==> src/rtl/alu_ctrl_seq.sv <==
// alu_ctrl_seq: registered ALU control decode with a valid/ready handshake,
// an illegal-op flag and a fixed-latency mult/div sequencer.
// Single-cycle ops produce a one-cycle valid_o pulse on the cycle after acceptance.
// A mult/div op blocks new ops (ready_o=0) until its result pulse, which comes
// MD_LAT cycles after acceptance.
// Optional macro ALU_CTRL_PERF_EN adds the saturating perf_ops_o / perf_stall_o counters.
module alu_ctrl_seq #(
  parameter int OP_W   = 3,
  parameter int CTRL_W = 4,
  parameter int MD_LAT = 32
) (
  input  logic              clk_i,
  input  logic              rst_i,
  input  logic              valid_i,
  output logic              ready_o,
  input  logic [5:0]        Funct,
  input  logic [OP_W-1:0]   ALU_OP,
  output logic              valid_o,
  output logic [CTRL_W-1:0] ALU_Ctrl_Out,
  output logic              illegal_o,
  output logic              md_start_o,
`ifdef ALU_CTRL_PERF_EN
  output logic [15:0]       perf_ops_o,
  output logic [15:0]       perf_stall_o,
`endif
  output logic              md_busy_o
);

  localparam int CNT_W = $clog2(MD_LAT) + 1;

  typedef enum logic {IDLE = 1'b0, MD = 1'b1} state_t;

  state_t             state_q, state_d;
  logic [CNT_W-1:0]   cnt_q, cnt_d;
  logic               valid_d, ill_d, start_d, busy_d;
  logic [CTRL_W-1:0]  ctrl_d;
  logic [CTRL_W-1:0]  dec_code;
  logic               dec_ill, dec_md;
  logic [31:0]        op_ext;
  logic               accept;

  assign ready_o = (state_q == IDLE);
  assign accept  = valid_i && ready_o;

  // Decode ALU_OP / Funct into a control code; illegal ops decode to code 0.
  always_comb begin
    dec_code = '0;
    dec_ill  = 1'b0;
    dec_md   = 1'b0;
    op_ext   = 32'(ALU_OP);
    case (op_ext)
      32'd0: dec_code = CTRL_W'(4'b0010);
      32'd1: dec_code = CTRL_W'(4'b0110);
      32'd2: begin
        case (Funct)
          6'b100000, 6'b100001: dec_code = CTRL_W'(4'b0010);
          6'b100010, 6'b100011: dec_code = CTRL_W'(4'b0110);
          6'b100100:            dec_code = CTRL_W'(4'b0000);
          6'b100101:            dec_code = CTRL_W'(4'b0001);
          6'b100111:            dec_code = CTRL_W'(4'b1100);
          6'b101010:            dec_code = CTRL_W'(4'b0111);
          6'b000000:            dec_code = CTRL_W'(4'b1000);
          6'b000010:            dec_code = CTRL_W'(4'b1001);
          6'b011000: begin      dec_code = CTRL_W'(4'b1010); dec_md = 1'b1; end
          6'b011010: begin      dec_code = CTRL_W'(4'b1011); dec_md = 1'b1; end
          default:              dec_ill  = 1'b1;
        endcase
      end
      32'd3: dec_code = CTRL_W'(4'b0000);
      32'd4: dec_code = CTRL_W'(4'b0001);
      32'd5: dec_code = CTRL_W'(4'b0111);
      default: dec_ill = 1'b1;
    endcase
  end

  // Next-state and next-output logic; outputs are registered for 1-cycle latency.
  always_comb begin
    state_d = state_q;
    cnt_d   = cnt_q;
    valid_d = 1'b0;
    ill_d   = 1'b0;
    start_d = 1'b0;
    busy_d  = md_busy_o;
    ctrl_d  = ALU_Ctrl_Out;
    case (state_q)
      IDLE: begin
        if (accept) begin
          ctrl_d = dec_code;
          if (dec_md) begin
            state_d = MD;
            start_d = 1'b1;
            busy_d  = 1'b1;
            cnt_d   = CNT_W'(1);
          end else begin
            valid_d = 1'b1;
            ill_d   = dec_ill;
          end
        end
      end
      MD: begin
        // Result pulse lands MD_LAT cycles after the accept edge.
        if (cnt_q == CNT_W'(MD_LAT - 1)) begin
          state_d = IDLE;
          valid_d = 1'b1;
          busy_d  = 1'b0;
          cnt_d   = '0;
        end else begin
          cnt_d = cnt_q + CNT_W'(1);
        end
      end
      default: begin
        state_d = IDLE;
        cnt_d   = '0;
        busy_d  = 1'b0;
      end
    endcase
  end

  // State and output registers; reset wins over a same-edge accept.
  always_ff @(posedge clk_i) begin
    if (rst_i) begin
      state_q      <= IDLE;
      cnt_q        <= '0;
      valid_o      <= 1'b0;
      ALU_Ctrl_Out <= '0;
      illegal_o    <= 1'b0;
      md_start_o   <= 1'b0;
      md_busy_o    <= 1'b0;
    end else begin
      state_q      <= state_d;
      cnt_q        <= cnt_d;
      valid_o      <= valid_d;
      ALU_Ctrl_Out <= ctrl_d;
      illegal_o    <= ill_d;
      md_start_o   <= start_d;
      md_busy_o    <= busy_d;
    end
  end

`ifdef ALU_CTRL_PERF_EN
  // Saturating counters of accepted ops and of stalled request cycles.
  always_ff @(posedge clk_i) begin
    if (rst_i) begin
      perf_ops_o   <= '0;
      perf_stall_o <= '0;
    end else begin
      if (accept && perf_ops_o != 16'hFFFF)
        perf_ops_o <= perf_ops_o + 16'd1;
      if (valid_i && !ready_o && perf_stall_o != 16'hFFFF)
        perf_stall_o <= perf_stall_o + 16'd1;
    end
  end
`endif

endmodule
==> config.mk <==
export PLATFORM = sky130hd
export DESIGN_NAME = alu_ctrl_seq
export DESIGN_NICKNAME = d
export VERILOG_FILES = /design/src/rtl/alu_ctrl_seq.sv
export SDC_FILE = /design/constraint.sdc
export NUM_CORES = 1
export LEC_CHECK = 0
export ABC_AREA = 1
export CORE_MARGIN = 3
export CORE_UTILIZATION = 43
export DETAILED_ROUTE_END_ITERATION = 8
export PLACE_DENSITY = 0.78
export SYNTH_ARGS = -nofsm -noshare
export SYNTH_HDL_FRONTEND = slang
export SYNTH_SLANG_ARGS = --single-unit
==> constraint.sdc <==
create_clock -name clk_i -period 1.24 [get_ports clk_i]
set_clock_uncertainty 0.2 [all_clocks]
set_input_delay 0.372 -clock clk_i [delete_from_list [all_inputs] [get_ports clk_i]]
set_output_delay 0.372 -clock clk_i [all_outputs]
set_load 0.01 [all_outputs]
After elaboration in Yosys (flattened, before gate mapping)
Index checks and enable logic that the tools add are counted.

storage, ports and cells
  input port bits = 12
  register bits = 15
  output and inout bits = 9

operators by class
  multiplexer cells = 22
  reductions and logical operators = 13
  bitwise operators = 2
  add/sub/neg operators = 1
  equal/unequal tests = 20

operators with widths
  cell                                                                     number
  6-bit equality test, second input constant                               8
  4-bit case mux with 9 select lines                                       1
  4-bit case mux with 5 select lines                                       1
  6-bit by 5-bit equality test with 1-bit output, second input constant    3
  6-bit two-way mux                                                        3
  1-bit two-way mux                                                        12
  6-bit case mux with 2 select lines                                       1
  12-bit OR reduction                                                      1
  1-bit case mux with 2 select lines                                       4
  2-bit OR reduction                                                       4
  6-bit by 1-bit adder with 6-bit output, second input constant            1
  3-bit by 2-bit equality test with 1-bit output, second input constant    2
  3-bit equality test, second input constant                               2
  6-bit by 2-bit equality test with 1-bit output, second input constant    1
  6-bit zero test                                                          1
  2-bit by 1-bit inequality test with 1-bit output, second input constant  3
  5-bit OR reduction                                                       1
  2-bit AND reduction                                                      2
  4-bit OR reduction                                                       1
  3-bit by 1-bit equality test with 1-bit output, second input constant    1
  3-bit zero test                                                          1
  3-bit AND reduction                                                      1
  1-bit inverter                                                           2
  1-bit logical AND                                                        1

Logic depth before layout (Yosys ltp)
Gate-level depths: netlist of run 1.

  word-level depth = 7
  depth in mapped cells = 9

Least setup slack after synthesis of run 1
No wires, ideal clock.

  path kind = flip-flop to flip-flop
  from = register cnt_q[0]
  to = register md_busy_o
  slack = -0.135 ns
  stages on the path, launching flop included = 6
  path buffers = 0
  library setup time = 0.115 ns
  required time = 0.925 ns
  data arrival time = 1.059 ns
  cell sequence = dfxtp_1 ha_1 nand4_1 nor2_1 nand2_1 a31o_1

between the ends
  cells in the longest elaborated chain, start to end = 3

RTL lines
  what                                                        line  text
  start: declaration                                          34    logic [CNT_W-1:0] cnt_q, cnt_d;
  start signal: assignment                                    131   cnt_q <= cnt_d;
  6-bit by 5-bit equality test with 1-bit output              102   if (cnt_q == CNT_W'(MD_LAT - 1)) begin
  2-bit by 1-bit inequality test with 1-bit output (no line)  n/a
  3-bit AND reduction (no line)                               n/a
  end signal: assignment                                      136   md_busy_o <= busy_d;
  end: declaration                                            26    output logic md_busy_o

Every way passes these cells.
A chain may end at the register's enable or synchronous reset.

Final worst setup path of run 1
  from = register cnt_q[0]
  to = register cnt_q[0]

between the ends
  cells in the longest elaborated chain, start to end = 3
  elaborated cells on any way between the ends = 4
  those cells by class = 1 x add/sub; 1 x eq/ne; 2 x mux

RTL lines
  what                                                                                                             line      text
  6-bit by 1-bit adder with 6-bit output / 6-bit by 5-bit equality test with 1-bit output (equally long branches)  108, 102
  6-bit two-way mux *                                                                                              102
  6-bit case mux with 2 select lines *                                                                             85        case (state_q)

Every way passes the cells marked *; elsewhere a longest branch is shown, timed or not.

==> results of run 1 <==
cell usage after synthesis, drive strengths merged:
library cell,count
o211ai,1
nor3,1
a31o,1
nor2,16
or2,1
a21oi,12
dfxtp,15
nand3,14
o21ai,9
nand4,3
inv,18
xnor2,1
nand3b,2
o21a,1
ha,1
nand2,33
buf,2
critical path: cells and delay by family, from the launching register on:
family                   cells  cell delay (ps)
adder cells (fa/ha/maj)      1              140
AO/OA/AOI/OAI                2              120
buffers and inverters        1               40
flip-flops                   1              360
AND/OR/NAND/NOR              4              480
metal layers:
metal | wire (um) | GRT usage | up-vias | share of wire
li1 | - | - | 525 | -
met1 | 1144 | 0.2544 | 503 | 0.37
met2 | 1550 | 0.3820 | 78 | 0.51
met3 | 223 | 0.05831 | 26 | 0.073
met4 | 144 | 0.05677 | 0 | 0.047
met5 | 0 | 0 | - | 0
registers in the layout (all words and copies together), names as in the netlist:
register / count
cnt_q: 6
ALU_Ctrl_Out: 4
illegal_o: 1
md_busy_o: 1
md_start_o: 1
state_q: 1
valid_o: 1
cells by family after synthesis:
kind of cell               after synthesis  share of synthesized area
and+or+nand+nor                         70                     0.3821
DFF                                     15                     0.3409
xor gates and xnor gates                 1                   0.009945
AOI/OAI and AO/OA                       24                     0.1548
buffers and inverters                   20                    0.09802
adders and majority gates                1                    0.01420
what timing repair did:
action | CTS | global route
setup endpoints to repair | 24 | 23
setup buffers | 2 | 6
pin swaps | 19 | 23
resized for setup | 93 | 46
gates cloned | 0 | 0
through the flow:
stage / setup TNS [ps] / hold WS, ps / setup slack [ps]
6_report: -1985 / 280.6 / -196.5
3_5_place_dp: -11920 / 261.0 / -765.3
4_1_cts: -1364 / 285.9 / -131.0
3_3_place_gp: -11370 / 253.1 / -746.9
2_1_floorplan: -169.0 / 251.1 / -73.34
5_1_grt: -3057 / 319.6 / -306.9
path summary, 6_finish.rpt:
path / to / slack (ps) / cells after the start / start
worst min register to register: ALU_Ctrl_Out[1]$_SDFFE_PP0P_ / 280 / 2 / ALU_Ctrl_Out[1]$_SDFFE_PP0P_
worst max register to register: cnt_q[0]$_SDFFE_PP0P_ / -200 / 8 / cnt_q[0]$_SDFFE_PP0P_
worst min-delay path: ALU_Ctrl_Out[1]$_SDFFE_PP0P_ / 280 / 2 / ALU_Ctrl_Out[1]$_SDFFE_PP0P_
worst max-delay path: cnt_q[0]$_SDFFE_PP0P_ / -200 / 8 / cnt_q[0]$_SDFFE_PP0P_
report_power, final:
part           total [mW]  leakage (nW)  internal (mW)  switching [mW]
combinational       0.232         0.509          0.102           0.130
clock               0.288        0.0177          0.120           0.168
sequential          0.497         0.125          0.491         0.00556
total                1.02         0.652          0.713           0.304
cell type report:
| cell class | instances | area share |
|---|---|---|
| repair buffers | 46 | 0.2630 |
| inverters | 18 | 0.05528 |
| multi-input cells | 96 | 0.4347 |
| clock inverters | 1 | 0.003350 |
| flip-flops and latches | 15 | 0.2077 |
| well taps | 25 | 0.02094 |
| clock buffers | 3 | 0.01508 |
==> flow_summary_export.csv, run 1 <==
group,metric,value,unit
cells_and_area,num-fill-cells,112,
power_and_ir_drop,p_total,1.017,mW
sta,fin_crit,1437,ps
cells_and_area,final_util,0.8206,
sta,slew_viol_final,0,
grt,grt_usage,0.2156,
grt,grt_max_degree,10,
worst_setup_path,worst_path_most_repeated_cell,"nand2_1",
cts,ctsRootBufferMaster,"clkbuf_4",
die,pin_count,21,
worst_setup_path,worst_ep_arrival_time,1430,ps
cells_and_area,syn2layout_area_growth,69.60,%
synthesis,syn_area_per_cell,6.724,um2
die,die_width,51.26,um
worst_setup_path,cp-end-kind,"flop",
sta,tightest_slew,280.0,ps
die,coreArea,1821,um2
cells_and_area,antenna_cells,0,
power_and_ir_drop,power_density,680.7,nW/um2
power_and_ir_drop,leakage,0.6521,nW
cts,cts.sinks,15,
route,routed_wl,3064,um
worst_setup_path,critPathRequiredTime,1230,ps
grt,antenna_found_initial,0,
cells_and_area,multiInputGateArea,649.4,um2
sta,final_hold_viol_count,0,
synthesis,yosysTopAreaCellShare,0.3409,
cts,clk_latency,290,ps
route,drt-pass1-iter-count,5,
run_status,status,"complete, but fails checks",
sta,period_share,1.158,
sta,slew_headroom,0.8133,
run_status,violations,"negative setup slack",
sta,setup_slack,-196.5,ps
synthesis,synth_area_leaders,"dfxtp_1, nand2_1, nand3_1",
route,viasPerCell,5.549,
cts,clk_path_buf_depth,2,
place,placed_cells,193,
cells_and_area,fin_nets,193,
synthesis,synth_top_area_cell,"dfxtp_1",
cells_and_area,fin_area,1494,um2
route,post_drt_wl_per_cell,15.02,um
cells_and_area,seq_area,310.3,um2
place,gp_congestion,0.8669,
cells_and_area,final_cell_mix,"nand2_1, buf_4, buf_6, dfxtp_2, nand3_1",
worst_setup_path,cp_max_fo,3,
place,hpwl,1803,um
run,maxCapViolations,0,
die,die_h,51.26,um
synthesis,synth_cells,131,
worst_setup_path,cp_cell_sequence,"ha_4, nand4_1, nor2_1, nand2_1, nand2_1, a21oi_1, o21ai_1, inv_1",
place,port-buffer-count,20,
die,initial_core_util,0.4838,
worst_setup_path,crit_type,"reg -> reg",
sta,setup_viol,20,
synthesis,ys_ff_latch,15,
route,drt_iter0_markers,65,
cells_and_area,fin_cells,204,
cells_and_area,layout_commonest_cell,"nand2_1",
route,num_vias,1132,
grt,overflow,0,
die,die-area,2628,um2
route,antenna_left,0,
cts,cts_tree,"done",
cells_and_area,drive_above_1_share,0.5475,
worst_setup_path,crit_path_top_delay_cell,"dfxtp_2",
grt,grt_pass1_vias,1015,
synthesis,synthDistinctLibCells,25,
synthesis,ys_warn_count,0,
cts,cts-htree-levels,1,
power_and_ir_drop,ir_drop,770.0,uV
route,drc,0,
cts,postCtsHoldBufs,0,
cts,clk_pin_slew,90,ps
cts,cts_buffers,3,
die,std_cell_rows,15,
synthesis,syn_nets,144,
sta,grt_setup_unrepaired,"yes",
worst_setup_path,critical_path.startpoint_type,"flop",
place,place_area,1269,um2
synthesis,seq_area_frac_synth,0.3409,
grt,grt_pass1_wl,4305,um
worst_setup_path,max_stage_delay,360,ps
synthesis,synth_area,880.8,um2
worst_hold_path,hp-class,"reg -> reg",
sta,fmax,696.1,MHz
No activity file was read; power rests on OpenSTA's default activity.
==> inputs of run 2 (changes only) <==
--- a/config.mk
+++ b/config.mk
@@ -8,6 +8,7 @@
 export ABC_AREA = 1
 export CORE_MARGIN = 3
 export CORE_UTILIZATION = 43
+export CTS_CLUSTER_DIAMETER = 120
 export DETAILED_ROUTE_END_ITERATION = 8
 export PLACE_DENSITY = 0.78
 export SYNTH_ARGS = -nofsm -noshare
==> results of run 2 <==
Final layout, timing and power as in run 1 (identical DEF).
==> inputs of run 3 (changes only) <==
--- a/config.mk
+++ b/config.mk
@@ -5,12 +5,13 @@
 export SDC_FILE = /design/constraint.sdc
 export NUM_CORES = 1
 export LEC_CHECK = 0
-export ABC_AREA = 1
+export CAP_MARGIN = 0
 export CORE_MARGIN = 3
 export CORE_UTILIZATION = 43
 export CTS_CLUSTER_DIAMETER = 120
+export CTS_CLUSTER_SIZE = 16
 export DETAILED_ROUTE_END_ITERATION = 8
-export PLACE_DENSITY = 0.78
+export PLACE_DENSITY = 0.79
 export SYNTH_ARGS = -nofsm -noshare
 export SYNTH_HDL_FRONTEND = slang
 export SYNTH_SLANG_ARGS = --single-unit
==> flow_summary_export.csv, run 3 <==
group,metric,value,unit
worst_setup_path,cp_top_family,"compound AO/OA/AOI/OAI gates",
cells_and_area,num-fill-cells,67,
worst_setup_path,worst_ep_arrival_time,1650,ps
cts,cts_tree,"done",
cts,cts.sinks,15,
synthesis,synth_area,870.8,um2
grt,grt_pass1_vias,1203,
sta,setup_viol,24,
route,post_drt_wl_per_cell,23.78,um
worst_setup_path,critPathRequiredTime,1270,ps
sta,fmax,618.2,MHz
worst_setup_path,crit_path_top_delay_cell,"dfxtp_2",
run_status,status,"complete, but fails checks",
cts,postCtsHoldBufs,0,
worst_hold_path,hold_start,"rst_i",
synthesis,yosysTopAreaCellShare,0.3448,
sta,fin_hold_ws,256.8,ps
synthesis,synth_ff_type,"dfxtp_1",
worst_setup_path,worst-r2r-setup-slack,-380,ps
synthesis,ys_warn_count,0,
synthesis,yosysMostFrequentCell,"dfxtp_1",
power_and_ir_drop,leakage,0.7047,nW
cells_and_area,largest_register_ffs,6,
sta,slew_viol_final,0,
cts,ctsRootBufferMaster,"clkbuf_4",
cts,clk_path_buf_depth,2,
cells_and_area,seq_area,314.1,um2
cells_and_area,syn2layout_area_growth,93.10,%
route,antenna_left,0,
route,viasPerCell,6.497,
sta,tightest_slew,344.1,ps
sta,slew_headroom,0.7706,
die,die-area,2601,um2
grt,antenna_found_initial,0,
worst_setup_path,crit_type,"reg -> reg",
worst_setup_path,cp_cell_sequence,"buf_6, buf_6, or2_4, a41oi_4, o21ai_2, o21ai_1",
die,die_width,51,um
sta,final_hold_viol_count,0,
run_status,violations,"negative setup slack",
worst_hold_path,whs_endpoint,"ALU_Ctrl_Out[0]$_SDFFE_PP0P_",
synthesis,synth-edff-count,0,
power_and_ir_drop,power_density,663.2,nW/um2
worst_setup_path,cp-end-kind,"flop",
worst_setup_path,timing.rr.start,"state_q$_SDFF_PP0_",
power_and_ir_drop,ir_drop,776.6,uV
run,maxCapViolations,0,
grt,grt_pass1_wl,6189,um
route,drc,0,
grt,grt_usage,0.3307,
worst_setup_path,cp_max_fo,4,
sta,setup_slack,-377.6,ps
synthesis,synth_area_leaders,"dfxtp_1, a21oi_1, o21ai_1",
worst_setup_path,critical_path.startpoint_type,"flop",
cells_and_area,top_register,"cnt_q",
synthesis,synth_cells,105,
synthesis,ys_ff_latch,15,
worst_hold_path,hold_depth,3,
place,port-buffer-count,20,
sta,fin_crit,1618,ps
route,num_vias,1280,
synthesis,seq_area_frac_synth,0.3448,
die,die_h,51,um
synthesis,synthDistinctLibCells,43,
cells_and_area,final_cell_mix,"buf_4, buf_6, dfxtp_2, nand2_1, a21oi_1",
die,initial_core_util,0.4784,
sta,grt_setup_unrepaired,"yes",
worst_setup_path,r2r_end,"cnt_q[2]$_SDFFE_PP0P_",
cells_and_area,antenna_cells,0,
cells_and_area,reg_top3,"cnt_q: 6 flops, ALU_Ctrl_Out: 4 flops",
cells_and_area,layout_commonest_cell,"buf_4",
cells_and_area,multiInputGateArea,706.9,um2
worst_hold_path,hp-class,"in -> reg",
worst_setup_path,path_buf_inv,2,
synthesis,synth_top_area_cell,"dfxtp_1",
grt,grt_max_degree,10,
die,coreArea,1821,um2
grt,overflow,0,
sta,period_share,1.305,
cts,cts_buffers,3,
cells_and_area,drive_above_1_share,0.6163,
synthesis,synthArstFlopShare,0,
die,pin_count,21,
route,drt_iter0_markers,80,
cts,clk_pin_slew,100,ps
worst_setup_path,reg2reg_depth,6,
synthesis,syn_area_per_cell,8.294,um2
place,gp_congestion,0.9279,
power_and_ir_drop,p_total,1.115,mW
cts,clk_latency,310,ps
place,hpwl,2044,um
cts,cts-htree-levels,1,
worst_setup_path,worst_path_most_repeated_cell,"buf_6",
cells_and_area,final_util,0.9237,
synthesis,synth_common_cells,"dfxtp_1, a21oi_1, o21ai_1",
route,drt-pass1-iter-count,6,
synthesis,syn_nets,118,
die,std_cell_rows,15,
route,routed_wl,4684,um
cells_and_area,fin_nets,186,
worst_setup_path,max_stage_delay,360,ps
==> run 3: cell count changes after synthesis, moves of 6 or more <==
cell	before	now
o21ai_1	1	7
nand2_1	32	6
o21ai_0	8	1
nand3_1	12	6
nor2_1	12	5
inv_1	16	4
==> run 3: timing repair <==
item	CTS	global route
buffers inserted	11	7
resized for setup	98	34
pin swaps	22	8
setup endpoints to repair	24	24
cloned	0	0
==> run 3: worst max-delay path by stage <==
stage / startpoint / to / cells past startpoint
global placement: rst_i / ALU_Ctrl_Out[1]$_SDFFE_PP0P_ / 5
CTS: state_q$_SDFF_PP0_ / cnt_q[1]$_SDFFE_PP0P_ / 6
finish: state_q$_SDFF_PP0_ / cnt_q[2]$_SDFFE_PP0P_ / 6
floorplan: Funct[3] / ALU_Ctrl_Out[0]$_SDFFE_PP0P_ / 5
detailed placement: Funct[4] / ALU_Ctrl_Out[0]$_SDFFE_PP0P_ / 6
global route: state_q$_SDFF_PP0_ / cnt_q[1]$_SDFFE_PP0P_ / 6
==> run 3: layer usage <==
metal / vias up / wire length (um) / GRT usage
met2: 118 / 2179 / 0.5429
met3: 48 / 448 / 0.09913
met4: 0 / 422 / 0.2108
li1: 532 / - / -
met1: 582 / 1634 / 0.3687
met5: - / 0 / 0
==> run 3: layout make-up <==
cell class | instances | area share
clock inverters | 1 | 0.002976
repair buffers | 68 | 0.3490
inverters | 4 | 0.008929
flip-flops and latches | 15 | 0.1868
well taps | 25 | 0.01860
clock buffers | 3 | 0.01339
multi-input cells | 81 | 0.4204
==> run 3: kinds of logic after synthesis <==
| family | after synthesis | share of synthesized area |
|---|---|---|
| AND/OR/NAND/NOR | 48 | 0.3319 |
| AO/OA/AOI/OAI | 30 | 0.2285 |
| flip-flops | 15 | 0.3448 |
| buffers and inverters | 9 | 0.06034 |
| XOR/XNOR | 2 | 0.02012 |
| adder cells (fa/ha/maj) | 1 | 0.01437 |
==> run 3: power breakdown <==
group / switching [mW] / internal [mW] / leakage (nW)
combinational: 0.156 / 0.155 / 0.560
clock: 0.184 / 0.121 / 0.0177
sequential: 0.00611 / 0.493 / 0.127
total: 0.346 / 0.769 / 0.705
==> run 3: worst register-to-register path: cells and delay by family, from the launching register on <==
family	cells	cell delay, ps
compound gates	3	490
buf+inv	2	240
flops	1	360
simple gates	1	250
==> run 3: stage by stage <==
step	TNS [ps]	instance area, um2	setup WS (ps)	cells
2_1_floorplan	-1062	919.6	-176.3	105
3_3_place_gp	-11770	1341	-778.7	177
3_5_place_dp	-12550	1341	-826.3	177
4_1_cts	-3081	1538	-194.9	191
5_1_grt	-5702	1682	-398.5	197
6_report	-4882	1682	-377.6	197
